--- config.mk ---
export PLATFORM = sky130hd
export DESIGN_NAME = imp_period_meter
export DESIGN_NICKNAME = d
export VERILOG_FILES = /design/src/rtl/imp_period_meter_pkg.sv /design/src/rtl/imp_period_meter_stats.sv /design/src/rtl/imp_period_meter.sv
export SDC_FILE = /design/constraint.sdc
export NUM_CORES = 1
export LEC_CHECK = 0
export CORE_MARGIN = 4
export CORE_UTILIZATION = 30
export CTS_CLUSTER_DIAMETER = 60
export CTS_CLUSTER_SIZE = 28
export DETAILED_ROUTE_END_ITERATION = 7
export DONT_BUFFER_PORTS = 1
export SLEW_MARGIN = 5
export SYNTH_ARGS = -nofsm -noshare
export SYNTH_HDL_FRONTEND = slang
export SYNTH_SLANG_ARGS = --single-unit
--- constraint.sdc ---
create_clock -name clk -period 6 [get_ports clk]
set_input_delay 1.2 -clock clk [delete_from_list [all_inputs] [get_ports clk]]
set_output_delay 1.2 -clock clk [all_outputs]
set_load 0.1 [all_outputs]
--- src/rtl/imp_period_meter_pkg.sv ---
// Shared timer definitions: counter width, default timeout and the meter FSM states.
// The impulse generator imports the same package so that period widths line up.
package imp_period_meter_pkg;

  localparam int CNT_W_DEFAULT   = $clog2(50_000_000);
  localparam int TIMEOUT_DEFAULT = 50_000_000;
  localparam int LOCK_DEFAULT    = 4;

  typedef enum logic {
    IDLE = 1'b0,
    RUN  = 1'b1
  } state_t;

endpackage

--- src/rtl/imp_period_meter_stats.sv ---
// Min/max tracker for measured periods, with a clear that can coincide with a new sample.
module imp_stats #(
  parameter int CNT_W = 26
) (
  input  logic             clk,
  input  logic             reset,
  input  logic             clr_stats,
  input  logic             meas,
  input  logic [CNT_W-1:0] value,
  output logic [CNT_W-1:0] period_min,
  output logic [CNT_W-1:0] period_max
);

  always_ff @(posedge clk) begin
    if (reset) begin
      period_min <= '1;
      period_max <= '0;
    end else if (clr_stats) begin
      // A sample arriving with the clear becomes the only sample in the new window.
      period_min <= meas ? value : '1;
      period_max <= meas ? value : '0;
    end else if (meas) begin
      if (value < period_min) period_min <= value;
      if (value > period_max) period_max <= value;
    end
  end

endmodule

--- src/rtl/imp_period_meter.sv ---
// Measures clk-cycle distance between impulses; reports period, min/max, lock and timeout.
module imp_period_meter
  import imp_period_meter_pkg::*;
#(
  parameter int CNT_W      = CNT_W_DEFAULT,
  parameter int TIMEOUT    = TIMEOUT_DEFAULT,
  parameter int LOCK_COUNT = LOCK_DEFAULT
) (
  input  logic             clk,
  input  logic             reset,
  input  logic             imp,
  input  logic             clr_stats,
  output logic [CNT_W-1:0] period,
  output logic             period_valid,
  output logic [CNT_W-1:0] period_min,
  output logic [CNT_W-1:0] period_max,
  output logic             locked,
  output logic             timeout
);

  localparam int MW = $clog2(LOCK_COUNT + 1);
  localparam logic [MW-1:0]    LOCK_VAL = MW'(LOCK_COUNT);
  localparam logic [CNT_W-1:0] TO_VAL   = CNT_W'(TIMEOUT);

  state_t           state;
  logic [CNT_W-1:0] cnt;
  logic [MW-1:0]    match_cnt;
  logic [MW-1:0]    match_next;
  logic             first_meas;
  logic             meas;

  assign meas = (state == RUN) && imp;

  // The first measurement after IDLE has nothing valid to compare against.
  always_comb begin
    match_next = MW'(1);
    if (!first_meas && (cnt == period)) begin
      match_next = (match_cnt == LOCK_VAL) ? LOCK_VAL : match_cnt + MW'(1);
    end
  end

  always_ff @(posedge clk) begin
    if (reset) begin
      state        <= IDLE;
      cnt          <= '0;
      period       <= '0;
      period_valid <= 1'b0;
      match_cnt    <= '0;
      locked       <= 1'b0;
      timeout      <= 1'b0;
      first_meas   <= 1'b1;
    end else begin
      period_valid <= 1'b0;
      case (state)
        IDLE: begin
          if (imp) begin
            cnt        <= CNT_W'(1);
            state      <= RUN;
            timeout    <= 1'b0;
            first_meas <= 1'b1;
          end
        end
        RUN: begin
          if (imp) begin
            period       <= cnt;
            period_valid <= 1'b1;
            cnt          <= CNT_W'(1);
            match_cnt    <= match_next;
            locked       <= (match_next == LOCK_VAL);
            first_meas   <= 1'b0;
          end else if (cnt == TO_VAL) begin
            // Impulses stopped: keep the last period and stats, drop lock.
            state     <= IDLE;
            timeout   <= 1'b1;
            locked    <= 1'b0;
            match_cnt <= '0;
            cnt       <= '0;
          end else begin
            cnt <= cnt + CNT_W'(1);
          end
        end
        default: state <= IDLE;
      endcase
    end
  end

  imp_stats #(
    .CNT_W(CNT_W)
  ) u_stats (
    .clk       (clk),
    .reset     (reset),
    .clr_stats (clr_stats),
    .meas      (meas),
    .value     (cnt),
    .period_min(period_min),
    .period_max(period_max)
  );

endmodule

[Word level (Yosys, flattened, before mapping)]
Index checks and enable logic that the tools add are counted.
Storage, ports and cells
  register bits: 112
  ROM bits: 0
  memory bits (writable): 0
  output and inout bits: 81
  memories kept: 0
  bits in latches: 0
  bits of input ports: 4
Cells by class
  divide/modulo/power cells: 0
  mux-type cells: 28
  $mul: 0
  magnitude comparators: 2
  add/subtract/negate cells: 2
  reductions and logical operators: 14
  eq/ne operators: 8
  bitwise gates (word level): 1
  shift-type cells: 0
Operators by type and width (number)
  26-bit two-way mux: 11
  26-bit case mux with 2 select lines: 1
  26-bit by 1-bit adder with 26-bit output, second input constant: 1
  26-bit == test: 1
  26-bit == test, second input constant: 1
  26-bit greater-than comparator: 1
  26-bit < comparator: 1
  3-bit two-way mux: 4
  2-bit AND reduction: 5
  1-bit two-way mux: 9
  2-bit nonzero test: 4
  3-bit == test, second input constant: 2
  2-bit != test, second input constant: 3
  1-bit case mux with 2 select lines: 3
  3-bit by 1-bit adder with 3-bit output, second input constant: 1
  3-bit AND reduction: 1
  1-bit logical AND: 2
  2-bit by 1-bit != test with 1-bit output, second input constant: 1
  2-bit OR reduction: 1
  1-bit logical NOT: 1
  1-bit inverter: 1

[Depth between registers and ports, before layout]
  word-level depth: 5
  mapped depth: 10
  mapped depth without buffers: 8

[Modules after synthesis]
A second synthesis with hierarchy kept.
Second synthesis, totals
  cells, all modules: 802
  area total of the unflattened synthesis: 6518.8 um^2
By module, submodules not included
  imp_stats: cells an instance 402, sequential area each 1041.0 um^2, instances 1, area each 3399.5 um^2
  imp_period_meter: cells an instance 400, sequential area each 1201.2 um^2, instances 1, area each 3119.2 um^2

[Least setup slack after synthesis]
No wires, ideal clock.
  path kind: reg2reg
  from: register u_stats.period_max[24]
  to: register u_stats.period_max[0]
  data required time: 5.881 ns
  setup slack: 3.029 ns
  clock period less this slack: 2.971 ns
  stages on the path, launching flop included: 10
  arrival: 2.852 ns
  cell sequence: dfxtp_1 -> inv_1 -> ha_1 -> nand4_2 -> or4_4 -> o21a_1 -> a21oi_2 -> nor3_4 -> buf_6 -> a22o_1
On the way
  cells in the longest elaborated chain, start to end: 3
RTL lines
  start: declaration: RTL line imp_period_meter_stats.sv:11  | output logic [CNT_W-1:0] period_max
  start signal: assignment: RTL line imp_period_meter_stats.sv:21  | period_max <= meas ? value : '0;
  start signal: assignment: RTL line imp_period_meter_stats.sv:24  | if (value > period_max) period_max <= value;
  26-bit greater-than comparator: RTL line imp_period_meter_stats.sv:24
  2-bit nonzero test (no line)
  2-bit AND reduction (no line)
No other way between the ends.
A chain may end at the register's enable or synchronous reset.

[Worst setup path in the final report]
  from: register u_stats.period_max[13]
  to: register u_stats.period_max[23]
Same word-level chain as after synthesis.

==> impl_metrics.csv <==
group,metric,value,unit
clock_network,clkSinkCount,112,
worst_setup_path,reg2reg_from,"u_stats.period_max[13]",
sta,relSlewSlack,0.236,
flow_run,max-cap-violations,0,
sta,worst_pin_slew,1.15,ns
cells_and_area,area_growth,6.89,%
clock_network,cts_resized,0,
cells_and_area,nNetsFinal,729,
placed_design,dp_hpwl,11900,um
synthesis,yosys.cell_types.count,62,
worst_setup_path,cp_slowest_cell,"dfxtp_1",
drt,routed-via-count,4896,
clock_network,cts_setup_buffers,0,
grt,antenna_found_initial,0,
grt,grt_pass1_vias,4470,
cells_and_area,fin_util,0.329,
drt,wl_per_cell,17.6,um
drt,drc,0,
clock_network,clock_path_buffers,2,
drt,drt-total-wl,16600,um
sta,period_needed,3.60,ns
synthesis,async_flop_share,0,
placed_design,portBuffers,0,
clock_network,clk_latency,0.36,ns
synthesis,syn_area_per_cell,8.56,um2
pwr,power,1480,uW
sta,skew,0.0124,ns
drt,drt_iter0_markers,325,
worst_setup_path,cp_num_buf_inv,1,
floorplanning,io_pins,85,
cells_and_area,drive_above_1_share,0.0475,
grt,grt_pass1_wl,26300,um
grt,grt_max_degree,69,
pwr,leakagePower,0.00272,uW
sta,drv_slew,0,
worst_setup_path,crit_type,"reg -> reg",
drt,antenna_left,0,
worst_setup_path,cp_cell_sequence,"inv_1, ha_1, nand4_1, or4_4, o21a_1, o31ai_4, a22o_1",
sta,rsz0062_at_grt,"false",
synthesis,yosys_warnings,0,
worst_hold_path,hold_start,"match_cnt[2]",
clock_network,clk_pin_slew,0.08,ns
clock_network,cts_tree,"done",
cells_and_area,antenna_cells,0,
clock_network,root_buffer,"clkbuf_16",
worst_setup_path,max_stage_delay,1.00,ns
worst_setup_path,critPathLaunchType,"flip-flop",
synthesis,ys_ff_latch,112,
run_status,status,"finished clean",
synthesis,syn_nets,763,
worst_setup_path,cp-startpoint,"u_stats.period_max[13]",
worst_hold_path,hold_path_class,"reg -> reg",
worst_setup_path,critPathTopFamily,"compound AO/OA/AOI/OAI gates",
floorplanning,die_width,150,um
floorplanning,die_area,0.0224,mm2
worst_setup_path,cp_data_required_time,6.29,ns
clock_network,cts_htree_levels,3,
clock_network,cts_made_buffers,9,
pwr,power_density,230,mW/mm2
synthesis,synth.cell_area,0.00603,mm2
drt,routed_via_density,5.21,
worst_setup_path,cp_data_arrival_time,3.90,ns
worst_setup_path,setup.worst_path.end_class,"flip-flop",
sta,finalCritPeriodShare,0.600,
worst_setup_path,crit_fanout,26,
placed_design,place.gp.congestion,0.768,
pwr,ir_worst_vdd,143,uV
drt,firstDrtPassIters,4,
floorplanning,fp.coreArea,0.0196,mm2
synthesis,ys_seq_area_frac,0.372,
clock_network,cts_hold_buffers,0,
synthesis,synth_edf_count,0,
synthesis,syn_inst,704,
sta,final-setup-viol-count,0,
sta,hold_violations,0,
grt,grt_overflow,0,
sta,fmax,278,MHz
floorplanning,die_h,150,um
grt,track_usage,0.150,
floorplanning,start_util,0.308,
floorplanning,rows,51,
synthesis,synth_ff_type,"dfxtp_1",
sta,tns,0,ns
[cells in the mapped netlist (3+ instances only)]
| cell | n | area, um2 |
|---|---|---|
| nor4_1 | 7 | 43.8 |
| inv_1 | 60 | 225 |
| nand3b_1 | 5 | 37.5 |
| nor2_1 | 30 | 113 |
| and4_1 | 3 | 26.3 |
| nand3_1 | 9 | 45.0 |
| o21ai_0 | 14 | 70.1 |
| xor2_1 | 26 | 228 |
| o21a_1 | 3 | 22.5 |
| nand2b_1 | 3 | 18.8 |
| nand4_1 | 14 | 87.6 |
| buf_6 | 5 | 56.3 |
| a31oi_1 | 5 | 31.3 |
| clkbuf_1 | 23 | 86.3 |
| a211oi_1 | 7 | 52.6 |
| a21oi_1 | 81 | 405 |
| ha_1 | 55 | 688 |
| o21ai_1 | 17 | 85.1 |
| o22a_1 | 25 | 219 |
| dfxtp_1 | 112 | 2240 |
| a22oi_1 | 6 | 45.0 |
| a22o_1 | 26 | 228 |
| and3_1 | 6 | 37.5 |
| or3_1 | 6 | 37.5 |
| nand2_1 | 77 | 289 |
| buf_2 | 19 | 95.1 |
| nor3_1 | 10 | 50.1 |
| nand4b_1 | 6 | 52.6 |
[per-stage QoR]
step	worst slack [ns]	instance area (um2)	hold WS [ns]	std cells
2_1_floorplan	3.03	6030	0.463	704
3_3_place_gp	2.37	6160	0.477	924
3_5_place_dp	2.37	6160	0.480	924
4_1_cts	2.34	6440	0.491	939
5_1_grt	2.12	6440	0.549	939
6_report	2.40	6440	0.497	939
[layout make-up]
class / count / area [um2]
tap: 265 / 332
clock buffer: 11 / 253
clock inverter: 4 / 28.8
multi-input combinational: 481 / 3320
inverter: 60 / 225
fill: 2039 / 13100
sequential: 112 / 2240
timing repair buffer: 6 / 45.0
[worst min-delay path, delay by kind of cell, from the launching register on]
family,cells,cell delay (ns)
AO/OA/AOI/OAI,1,0.06
AND/OR/NAND/NOR,1,0.06
flip-flops,1,0.34
[power breakdown]
part,total (uW),internal (uW),switching [uW]
sequential,817,752,65.1
combinational,69.4,24.5,44.9
clock,594,304,290
total,1480,1080,400
[cell usage in the layout (no fill, tap or decap), types with 2 or more instances in the layout]
cell type	count
a2111oi_0	2
a211oi_1	7
a21o_1	2
a21oi_1	81
a22o_1	26
a22oi_1	6
a31oi_1	5
and2_1	2
and3_1	6
and4_1	3
buf_4	6
clkbuf_16	9
clkbuf_8	2
clkinvlp_4	2
dfxtp_1	112
ha_1	55
inv_1	60
nand2_1	77
nand2b_1	3
nand3_1	9
nand3b_1	5
nand4_1	14
nand4b_1	6
nor2_1	30
nor2b_1	2
nor3_1	10
nor3_4	2
nor4_1	7
nor4b_1	2
o211ai_1	2
o21a_1	3
o21ai_0	14
o21ai_1	17
o22a_1	25
or2_0	2
or3_1	6
xor2_1	26
[layer usage]
metal  GRT usage  part of all wire
met1       0.197              0.44
met2       0.231              0.46
met3      0.0469             0.085
met4      0.0554             0.018
met5           0                 0
[sequential cells by signal, indices dropped and copies added (netlist names)]
name,flops
cnt,26
first_meas,1
locked,1
match_cnt,3
period,26
period_valid,1
state,1
timeout,1
u_stats.period_max,26
u_stats.period_min,26
[logic make-up (layout without fill, tap and decap cells)]
kind of cell,count (synthesis),after routing,share of synthesized area
compound gates,205,205,0.227
xor+xnor,26,26,0.0378
fa+ha+maj,55,55,0.114
buf+inv,111,81,0.0805
flops,112,112,0.372
simple gates,195,195,0.168
[path summary, 6_finish.rpt]
kind,endpoint,slack (ns),cells after the start
worst max-delay path,u_stats.period_max[23],2.40,7
worst min register to register,match_cnt[2],0.50,2
worst min-delay path,match_cnt[2],0.50,2
worst max register to register,u_stats.period_max[23],2.40,7
No activity file was read; power rests on OpenSTA's default activity.
